<file path="src/rtl/cla_pipe_adder.sv">
// Pipelined carry look-ahead adder/subtractor: each stage resolves GRP_PER_STG
// 4-bit CLA groups and registers the carry into the next stage.
module cla_pipe_adder #(
    parameter int WIDTH       = 32,
    parameter int GRP_PER_STG = 2
) (
    input  logic             clk,
    input  logic             reset,
    input  logic             i_valid,
    output logic             o_ready,
    input  logic [WIDTH-1:0] i_a,
    input  logic [WIDTH-1:0] i_b,
    input  logic             i_ci,
    input  logic             i_sub,
    output logic             o_valid,
    input  logic             i_ready,
    output logic [WIDTH-1:0] o_s,
    output logic             o_co,
    output logic             o_ovf
);

    localparam int SW   = 4 * GRP_PER_STG;
    localparam int NSTG = WIDTH / SW;
    localparam int LAST = NSTG - 1;

    if (WIDTH % (4 * GRP_PER_STG) != 0) begin : g_width_check
        $error("cla_pipe_adder: WIDTH must be a multiple of 4*GRP_PER_STG");
    end

    // Returns {carry_out, sum[3:0]} with all four carries looked ahead from ci.
    function automatic logic [4:0] cla4(input logic [3:0] a, input logic [3:0] b, input logic ci);
        logic [3:0] g;
        logic [3:0] p;
        logic [4:0] c;
        g    = a & b;
        p    = a | b;
        c[0] = ci;
        c[1] = g[0] | (p[0] & ci);
        c[2] = g[1] | (p[1] & g[0]) | (p[1] & p[0] & ci);
        c[3] = g[2] | (p[2] & g[1]) | (p[2] & p[1] & g[0]) | (p[2] & p[1] & p[0] & ci);
        c[4] = g[3] | (p[3] & g[2]) | (p[3] & p[2] & g[1]) | (p[3] & p[2] & p[1] & g[0])
             | (p[3] & p[2] & p[1] & p[0] & ci);
        return {c[4], a ^ b ^ c[3:0]};
    endfunction

    logic [NSTG-1:0]            v_q;
    logic [NSTG-1:0][WIDTH-1:0] a_q;
    logic [NSTG-1:0][WIDTH-1:0] b_q;
    logic [NSTG-1:0][WIDTH-1:0] s_q;
    logic [NSTG-1:0]            c_q;
    logic                       ovf_q;

    logic [NSTG:0]              rdy;
    logic [NSTG-1:0]            in_v;
    logic [NSTG-1:0][WIDTH-1:0] in_a;
    logic [NSTG-1:0][WIDTH-1:0] in_b;
    logic [NSTG-1:0][WIDTH-1:0] in_s;
    logic [NSTG-1:0]            in_c;
    logic [NSTG-1:0][WIDTH-1:0] nx_s;
    logic [NSTG-1:0]            nx_c;
    logic                       ovf_nx;

    // Ready chain runs backwards from the sink; stage inputs come from the stage before.
    always_comb begin
        rdy       = '0;
        rdy[NSTG] = i_ready;
        for (int k = NSTG - 1; k >= 0; k--) begin
            rdy[k] = ~v_q[k] | rdy[k+1];
        end

        in_v    = '0;
        in_a    = '0;
        in_b    = '0;
        in_s    = '0;
        in_c    = '0;
        in_v[0] = i_valid & rdy[0];
        in_a[0] = i_a;
        in_b[0] = i_sub ? ~i_b : i_b;
        in_c[0] = i_sub ? ~i_ci : i_ci;
        for (int k = 1; k < NSTG; k++) begin
            in_v[k] = v_q[k-1];
            in_a[k] = a_q[k-1];
            in_b[k] = b_q[k-1];
            in_s[k] = s_q[k-1];
            in_c[k] = c_q[k-1];
        end
    end

    always_comb begin
        logic       carry;
        logic [4:0] grp;
        nx_s  = in_s;
        nx_c  = '0;
        carry = 1'b0;
        grp   = '0;
        for (int k = 0; k < NSTG; k++) begin
            carry = in_c[k];
            for (int j = 0; j < GRP_PER_STG; j++) begin
                grp = cla4(in_a[k][k*SW + j*4 +: 4], in_b[k][k*SW + j*4 +: 4], carry);
                nx_s[k][k*SW + j*4 +: 4] = grp[3:0];
                carry = grp[4];
            end
            nx_c[k] = carry;
        end
        ovf_nx = (in_a[LAST][WIDTH-1] == in_b[LAST][WIDTH-1])
               & (nx_s[LAST][WIDTH-1] != in_a[LAST][WIDTH-1]);
    end

    always_ff @(posedge clk or posedge reset) begin
        if (reset) begin
            v_q   <= '0;
            a_q   <= '0;
            b_q   <= '0;
            s_q   <= '0;
            c_q   <= '0;
            ovf_q <= 1'b0;
        end else begin
            for (int k = 0; k < NSTG; k++) begin
                if (rdy[k]) begin
                    v_q[k] <= in_v[k];
                    a_q[k] <= in_a[k];
                    b_q[k] <= in_b[k];
                    s_q[k] <= nx_s[k];
                    c_q[k] <= nx_c[k];
                end
            end
            if (rdy[LAST]) begin
                ovf_q <= ovf_nx;
            end
        end
    end

    // Operand bits already consumed by earlier stages are carried but never read again.
    logic unused_operand_bits;
    assign unused_operand_bits = ^{in_a, in_b, a_q[LAST], b_q[LAST]};

    assign o_ready = rdy[0];
    assign o_valid = v_q[LAST];
    assign o_s     = s_q[LAST];
    assign o_co    = c_q[LAST];
    assign o_ovf   = ovf_q;

endmodule

</file>
<file path="config.mk">
export PLATFORM = sky130hd
export DESIGN_NAME = cla_pipe_adder
export DESIGN_NICKNAME = d
export VERILOG_FILES = /design/src/rtl/cla_pipe_adder.sv
export SDC_FILE = /design/constraint.sdc
export NUM_CORES = 1
export LEC_CHECK = 0
export BUFFER_PORTS_ARGS = -buffer_cell sky130_fd_sc_hd__buf_2
export CORE_ASPECT_RATIO = 1.25
export CORE_UTILIZATION = 45
export CTS_BUF_LIST = sky130_fd_sc_hd__clkbuf_2 sky130_fd_sc_hd__clkbuf_4 sky130_fd_sc_hd__clkbuf_8
export DETAILED_ROUTE_END_ITERATION = 16
export HOLD_SLACK_MARGIN = 0.12
export SYNTH_ARGS = -nofsm -noshare
export SYNTH_HDL_FRONTEND = slang
export SYNTH_SLANG_ARGS = --single-unit
</file>
<file path="constraint.sdc">
create_clock -name clk -period 12.6 [get_ports clk]
set_input_delay 0.63 -clock clk [delete_from_list [all_inputs] [get_ports clk]]
set_output_delay 0.63 -clock clk [all_outputs]
set_load 0.005 [all_outputs]
</file>
==> flow_summary_export.csv, run 1 <==
group,metric,value,unit
status,status,"finished clean",
cells_and_area,final_area,0.01000,mm²
cts,path_clk_slew,0.09,ns
routing,route.detailed.drc,0,
cts,clockBufferDepth,2,
pwr,power_leakage,4.972,nW
worst_setup_path,end_kind,"output port",
routing,wl,15.75,mm
worst_setup_path,crit_arrival,2.55,ns
yosys,yosysWarnings,0,
routing,drt_iter0_drc,293,
global_routing,grt_usage,17.08,%
sta,finalSetupViolations,0,
cells_and_area,final_nets,1069,
worst_setup_path,r2r.worst_path.cells,7,
sta,tns,0,ns
cts,post_cts_buffers,0,
routing,dr_total_vias,5652,
placed_design,placed_area,0.009533,mm²
global_routing,grt-ovfl-total,0,
sta,skew,0.01181,ns
yosys,ys.flop_type,"dfrtp_1",
cells_and_area,antenna_cells,0,
placed_design,portBuffers,105,
pwr,power_density,179.8,mW/mm²
cts,htree_levels,4,
yosys,synth_top_area_share,52.70,%
yosys,synth_cell_type_count,39,
floorplan,die_x,127.0,µm
sta,period_share,25.24,%
cts,cts_sinks,185,
floorplan,die_h,158.2,µm
placed_design,dp_hpwl,10.86,mm
floorplan,ios,106,
yosys,syn_nets,976,
cts,cts_buffers,17,
cells_and_area,layout-drive-gt1-share,22.34,%
yosys,ys_top_cells_by_area,"dfrtp_1 (53%), ha_1 (9.1%), mux2_2 (7.4%)",
routing,viasPerCell,4.823,
worst_setup_path,cp-start-kind,"flop",
yosys,syn_area_per_cell,10.53,µm²
sta,rsz0062_at_grt,"false",
min_path,hold_class,"input port to async pin",
cts,hold_buffers,0,
sta,max_freq,314.5,MHz
yosys,synth-async-reset-ratio,100.0,%
routing,ant_nets,0,
pwr,peakVddDrop,0.06603,mV
yosys,synth_top_area_cell,"dfrtp_1",
floorplan,placementRows,56,
cts,root_buffer,"clkbuf_8",
floorplan,initial_core_util,46.44,%
worst_setup_path,r2r_start,"v_q[3]$_DFFE_PP0P_",
yosys,synth_edf_count,0,
global_routing,grt_first_pass_wirelength,26.26,mm
worst_setup_path,crit_type,"flop to output port",
global_routing,grt_max_degree,116,
worst_setup_path,rr_endpoint,"a_q[31]$_DFFE_PP0N_",
yosys,synthesis.area,0.008785,mm²
cts,clock_latency,0.46,ns
cells_and_area,areaGrowthSynthToFinish,13.89,%
routing,drtPass1Iterations,4,
sta,tightestPinTransition,1.000,ns
yosys,syn-instance-count,834,
sta,timing.final.hold_violations,0,
cts,cts_tree,"built",
sta,drv_slew,0,
sta,max-slew-margin-rel,33.33,%
routing,wire_per_inst,13.44,µm
global_routing,antenna_found_initial,0,
floorplan,die-area,0.02009,mm²
worst_setup_path,worstPathRequired,11.97,ns
worst_setup_path,worstPathMaxFanout,49,
sta,fin_hold_ws,0.2902,ns
sta,fin_crit,3.180,ns
placed_design,place.gp.congestion,0.7310,
worst_setup_path,r2r_slack,9.78,ns
cts,postCtsResizedCells,0,
yosys,seq_area_frac_synth,52.70,%
yosys,synth-seq-cells,185,
job,maxCapViolCount,0,
global_routing,grt_pass1_vias,5344,
floorplan,core,0.01892,mm²
## metrics by stage
stage	util (%)	worst slack, ns	power [mW]	std cells
floorplan	-	6.941	1.204	834
global placement	50.39	9.266	1.354	1140
detailed placement	50.39	9.205	1.369	1140
CTS	52.88	9.327	1.828	1172
global route	52.88	9.183	1.935	1172
finish	52.88	9.420	1.799	1172
## layout make-up
| cell class | instances | area, µm² |
|---|---|---|
| fillers | 1728 | 8914 |
| repair buffers | 111 | 570.5 |
| inverters | 85 | 326.6 |
| clock buffers | 23 | 310.3 |
| clock inverters | 9 | 161.4 |
| well taps | 232 | 290.3 |
| multi-input cells | 527 | 3716 |
| flip-flops and latches | 185 | 4629 |
## Yosys cell counts (4+ instances only)
cell        n
nor2b_1     4
ha_1       64
inv_1      85
nand2b_1   10
clkbuf_1   27
o21ai_0    56
xor2_1     28
xnor2_1    28
a21oi_1    48
nor2_1     51
fa_1        8
buf_1       9
nand2_1   137
mux2_2     58
dfrtp_1   185
## worst max path at each step
| stage | start | to | slack [ns] |
|---|---|---|---|
| 2_1_floorplan | reset | a_q[10]$_DFFE_PP0N_ | 6.94 |
| 3_3_place_gp | i_sub | in_s[37]$_DFFE_PP0N_ | 9.27 |
| 6_report | v_q[3]$_DFFE_PP0P_ | o_ready | 9.42 |
| 3_5_place_dp | i_sub | in_s[37]$_DFFE_PP0N_ | 9.20 |
| 5_1_grt | v_q[3]$_DFFE_PP0P_ | o_ready | 9.18 |
| 4_1_cts | v_q[3]$_DFFE_PP0P_ | o_ready | 9.33 |
## cell usage in the layout (no fill, tap or decap), drive strengths merged, types with 48 or more instances in the layout
cell   netlist  layout
ha          64      64
a21oi       48      48
nand2      137     137
buf         10     111
dfrtp      185     185
inv         85      85
mux2        58      58
o21ai       56      56
nor2        51      51
## where the power goes
| part | internal [mW] | leakage (nW) | switching [mW] |
|---|---|---|---|
| combinational | 0.240 | 2.58 | 0.238 |
| sequential | 0.771 | 2.16 | 0.0949 |
| clock | 0.246 | 0.232 | 0.209 |
## kinds of logic after synthesis
group | after synthesis | synth area share (%)
AO/OA/AOI/OAI | 127 | 8.176
flip-flops | 185 | 52.70
AND/OR/NAND/NOR | 214 | 9.913
multiplexers | 58 | 7.435
XOR/XNOR | 56 | 5.583
adder cells (fa/ha/maj) | 72 | 10.94
buffers and inverters | 122 | 5.256
## worst max-delay path, stage by stage, from the launching register on
cell	delay, ns
dfrtp_1	0.35
nor2b_4	0.12
buf_4	0.48
and3_1	0.23
buf_4	0.33
nand2_4	0.33
buf_2	0.24
## sequential cells by signal (all words and copies together), names as in the netlist
signal,flops
a_q,48
b_q,48
in_s,48
o_s,32
c_q,4
v_q,4
o_ovf,1
## metal layers
| layer | global-route usage (%) | share of wire (%) | vias to the layer above |
|---|---|---|---|
| met2 | 28.00 | 47 | 91 |
| met5 | 0 | 0 | - |
| met1 | 22.05 | 47 | 2682 |
| met3 | 4.055 | 3.7 | 16 |
| met4 | 6.349 | 1.9 | 0 |
| li1 | - | - | 2863 |
(Power assumes the default switching activity.)
==> run 2: changes to the inputs <==
Settings changed: PLACE_DENSITY set to 0.67.
Clock period 12.6 ns to 2.57 ns, I/O delays scaled along.
==> flow_summary_export.csv, run 2 (synthesis results as in run 1) <==
group,metric,value,unit
cts,cts_buffers,17,
placed_design,placed_area,0.009637,mm²
placed_design,dp_hpwl,11.12,mm
cells_and_area,final_nets,1127,
sta,tns,0,ns
sta,finalSetupViolations,0,
job,maxCapViolCount,0,
cts,post_cts_buffers,0,
pwr,power,8.888,mW
routing,ant_nets,0,
sta,timing.final.hold_violations,0,
worst_setup_path,rr_endpoint,"in_s[77]$_DFFE_PP0P_",
routing,wl,16.43,mm
floorplan,die_h,158.2,µm
cells_and_area,instances_no_fill,1230,
routing,drtPass1Iterations,4,
pwr,p_sw,2.724,mW
routing,route.detailed.drc,0,
cells_and_area,final_area,0.01061,mm²
worst_setup_path,r2r.worst_path.cells,9,
worst_setup_path,end_kind,"flop",
cells_and_area,layout_commonest_cell,"dfrtp_1",
worst_setup_path,cp-start-kind,"flop",
worst_setup_path,crit_arrival,2.67,ns
sta,drv_slew,0,
sta,period_share,91.14,%
placed_design,place.gp.congestion,0.7290,
cells_and_area,antenna_cells,0,
global_routing,grt-ovfl-total,0,
pwr,seqPwrFrac,47.8,%
worst_setup_path,slowest_stage,"o311ai_0",
cts,postCtsResizedCells,0,
routing,drt_iter0_drc,305,
placed_design,placedCellCount,1146,
worst_setup_path,r2r_start,"b_q[8]$_DFFE_PP0N_",
pwr,power_leakage,5.238,nW
min_path,min_delay_path_depth,5,
cts,root_buffer,"clkbuf_8",
floorplan,initial_core_util,46.44,%
cells_and_area,areaGrowthSynthToFinish,20.74,%
worst_setup_path,crit_path_frequent_cell,"nor2b_1",
pwr,pwr-share-comb,27.7,%
floorplan,core,0.01892,mm²
cts,path_clk_slew,0.10,ns
sta,skew,0.01247,ns
floorplan,placementRows,56,
worst_setup_path,worstSetupStartpoint,"b_q[8]$_DFFE_PP0N_",
placed_design,portBuffers,105,
global_routing,grt_usage,17.84,%
sta,max_freq,426.9,MHz
worst_setup_path,worstPathMaxFanout,3,
worst_setup_path,max_stage_delay,0.48,ns
routing,wire_per_inst,13.36,µm
cts,cts_tree,"built",
min_path,worstHoldStart,"i_b[0]",
min_path,hold_path_end,"in_s[32]$_DFFE_PP0N_",
sta,max-slew-margin-rel,55.99,%
sta,fin_crit,2.342,ns
pwr,power_switching_share,30.65,%
worst_setup_path,crit_type,"flop to flop",
cts,clock_latency,0.45,ns
cells_and_area,multi_input_area,0.003716,mm²
sta,tightestPinTransition,0.6602,ns
sta,rsz0062_at_grt,"false",
sta,fin_hold_ws,0.1624,ns
routing,dr_total_vias,5916,
status,status,"finished clean",
pwr,peakVddDrop,0.3461,mV
pwr,power.share.clock,24.5,%
min_path,hold_class,"input port to flop",
global_routing,grt_pass1_vias,5947,
cells_and_area,layout-drive-gt1-share,21.64,%
worst_setup_path,worstPathRequired,2.90,ns
sta,layout_setup_ws,0.2278,ns
cells_and_area,final_util,56.06,%
cells_and_area,regArea,0.004629,mm²
cells_and_area,layout_common_cells,"dfrtp_1 (185), nand2_1 (135), buf_2 (105)",
cells_and_area,fill_cells,1633,
placed_design,post-place-ws,0.2240,ns
floorplan,die-area,0.02009,mm²
worst_setup_path,r2r_slack,0.23,ns
global_routing,antenna_found_initial,0,
global_routing,grt_first_pass_wirelength,28.08,mm
global_routing,grt_max_degree,119,
cts,htree_levels,4,
pwr,p_int,6.164,mW
cts,cts_sinks,185,
worst_setup_path,path_cells,"inv_1, ha_1, nor2b_1, o311ai_0, nor2b_1, o21bai_1, fa_1, xnor2_1, o21ai_0",
pwr,power_density,838.0,mW/mm²
cts,clockBufferDepth,2,
floorplan,die_x,127.0,µm
routing,viasPerCell,4.810,
floorplan,ios,106,
run 2: repair_timing:
item	CTS	global route
hold buffers	52	0
setup endpoints to repair	0	0
hold endpoints to repair	236	0
run 2: layout make-up:
class | instances | area share, %
flip-flops and latches | 185 | 43.65
clock inverters | 13 | 1.769
multi-input cells | 527 | 35.04
inverters | 85 | 3.044
well taps | 232 | 2.737
repair buffers | 169 | 11.30
clock buffers | 19 | 2.466
run 2: worst max path at each step:
stage / endpoint / slack, ns / cells after the start
after detailed placement: o_s[28]$_DFFE_PP0P_ / 0.22 / 8
after CTS: in_s[77]$_DFFE_PP0P_ / 0.20 / 9
final: in_s[77]$_DFFE_PP0P_ / 0.23 / 9
after floorplan: in_s[37]$_DFFE_PP0N_ / 0.04 / 10
after global placement: o_s[28]$_DFFE_PP0P_ / 0.32 / 8
after global routing: in_s[77]$_DFFE_PP0P_ / 0.08 / 9
run 2: power by group through the flow:
stage / clock [mW] / sequential [mW] / combinational (mW)
2_1_floorplan: 0 / 4.22 / 1.68
4_1_cts: 2.24 / 4.26 / 2.51
3_3_place_gp: 0 / 4.29 / 2.36
5_1_grt: 2.36 / 4.38 / 2.83
6_report: 2.18 / 4.25 / 2.46
3_5_place_dp: 0 / 4.32 / 2.43
run 2: layer usage:
metal / wire length (µm) / GRT usage (%)
met5: 0 / 0
met4: 235 / 6.179
met3: 462 / 3.008
met2: 8219 / 30.56
met1: 7510 / 22.89
run 2: worst max-delay path: cells and delay by family, from the launching register on:
kind / cells / cell delay, ns
AOI/OAI and AO/OA: 3 / 0.67
xor gates and xnor gates: 1 / 0.16
adders and majority gates: 2 / 0.55
buffers and inverters: 1 / 0.12
DFF: 1 / 0.39
and+or+nand+nor: 2 / 0.33
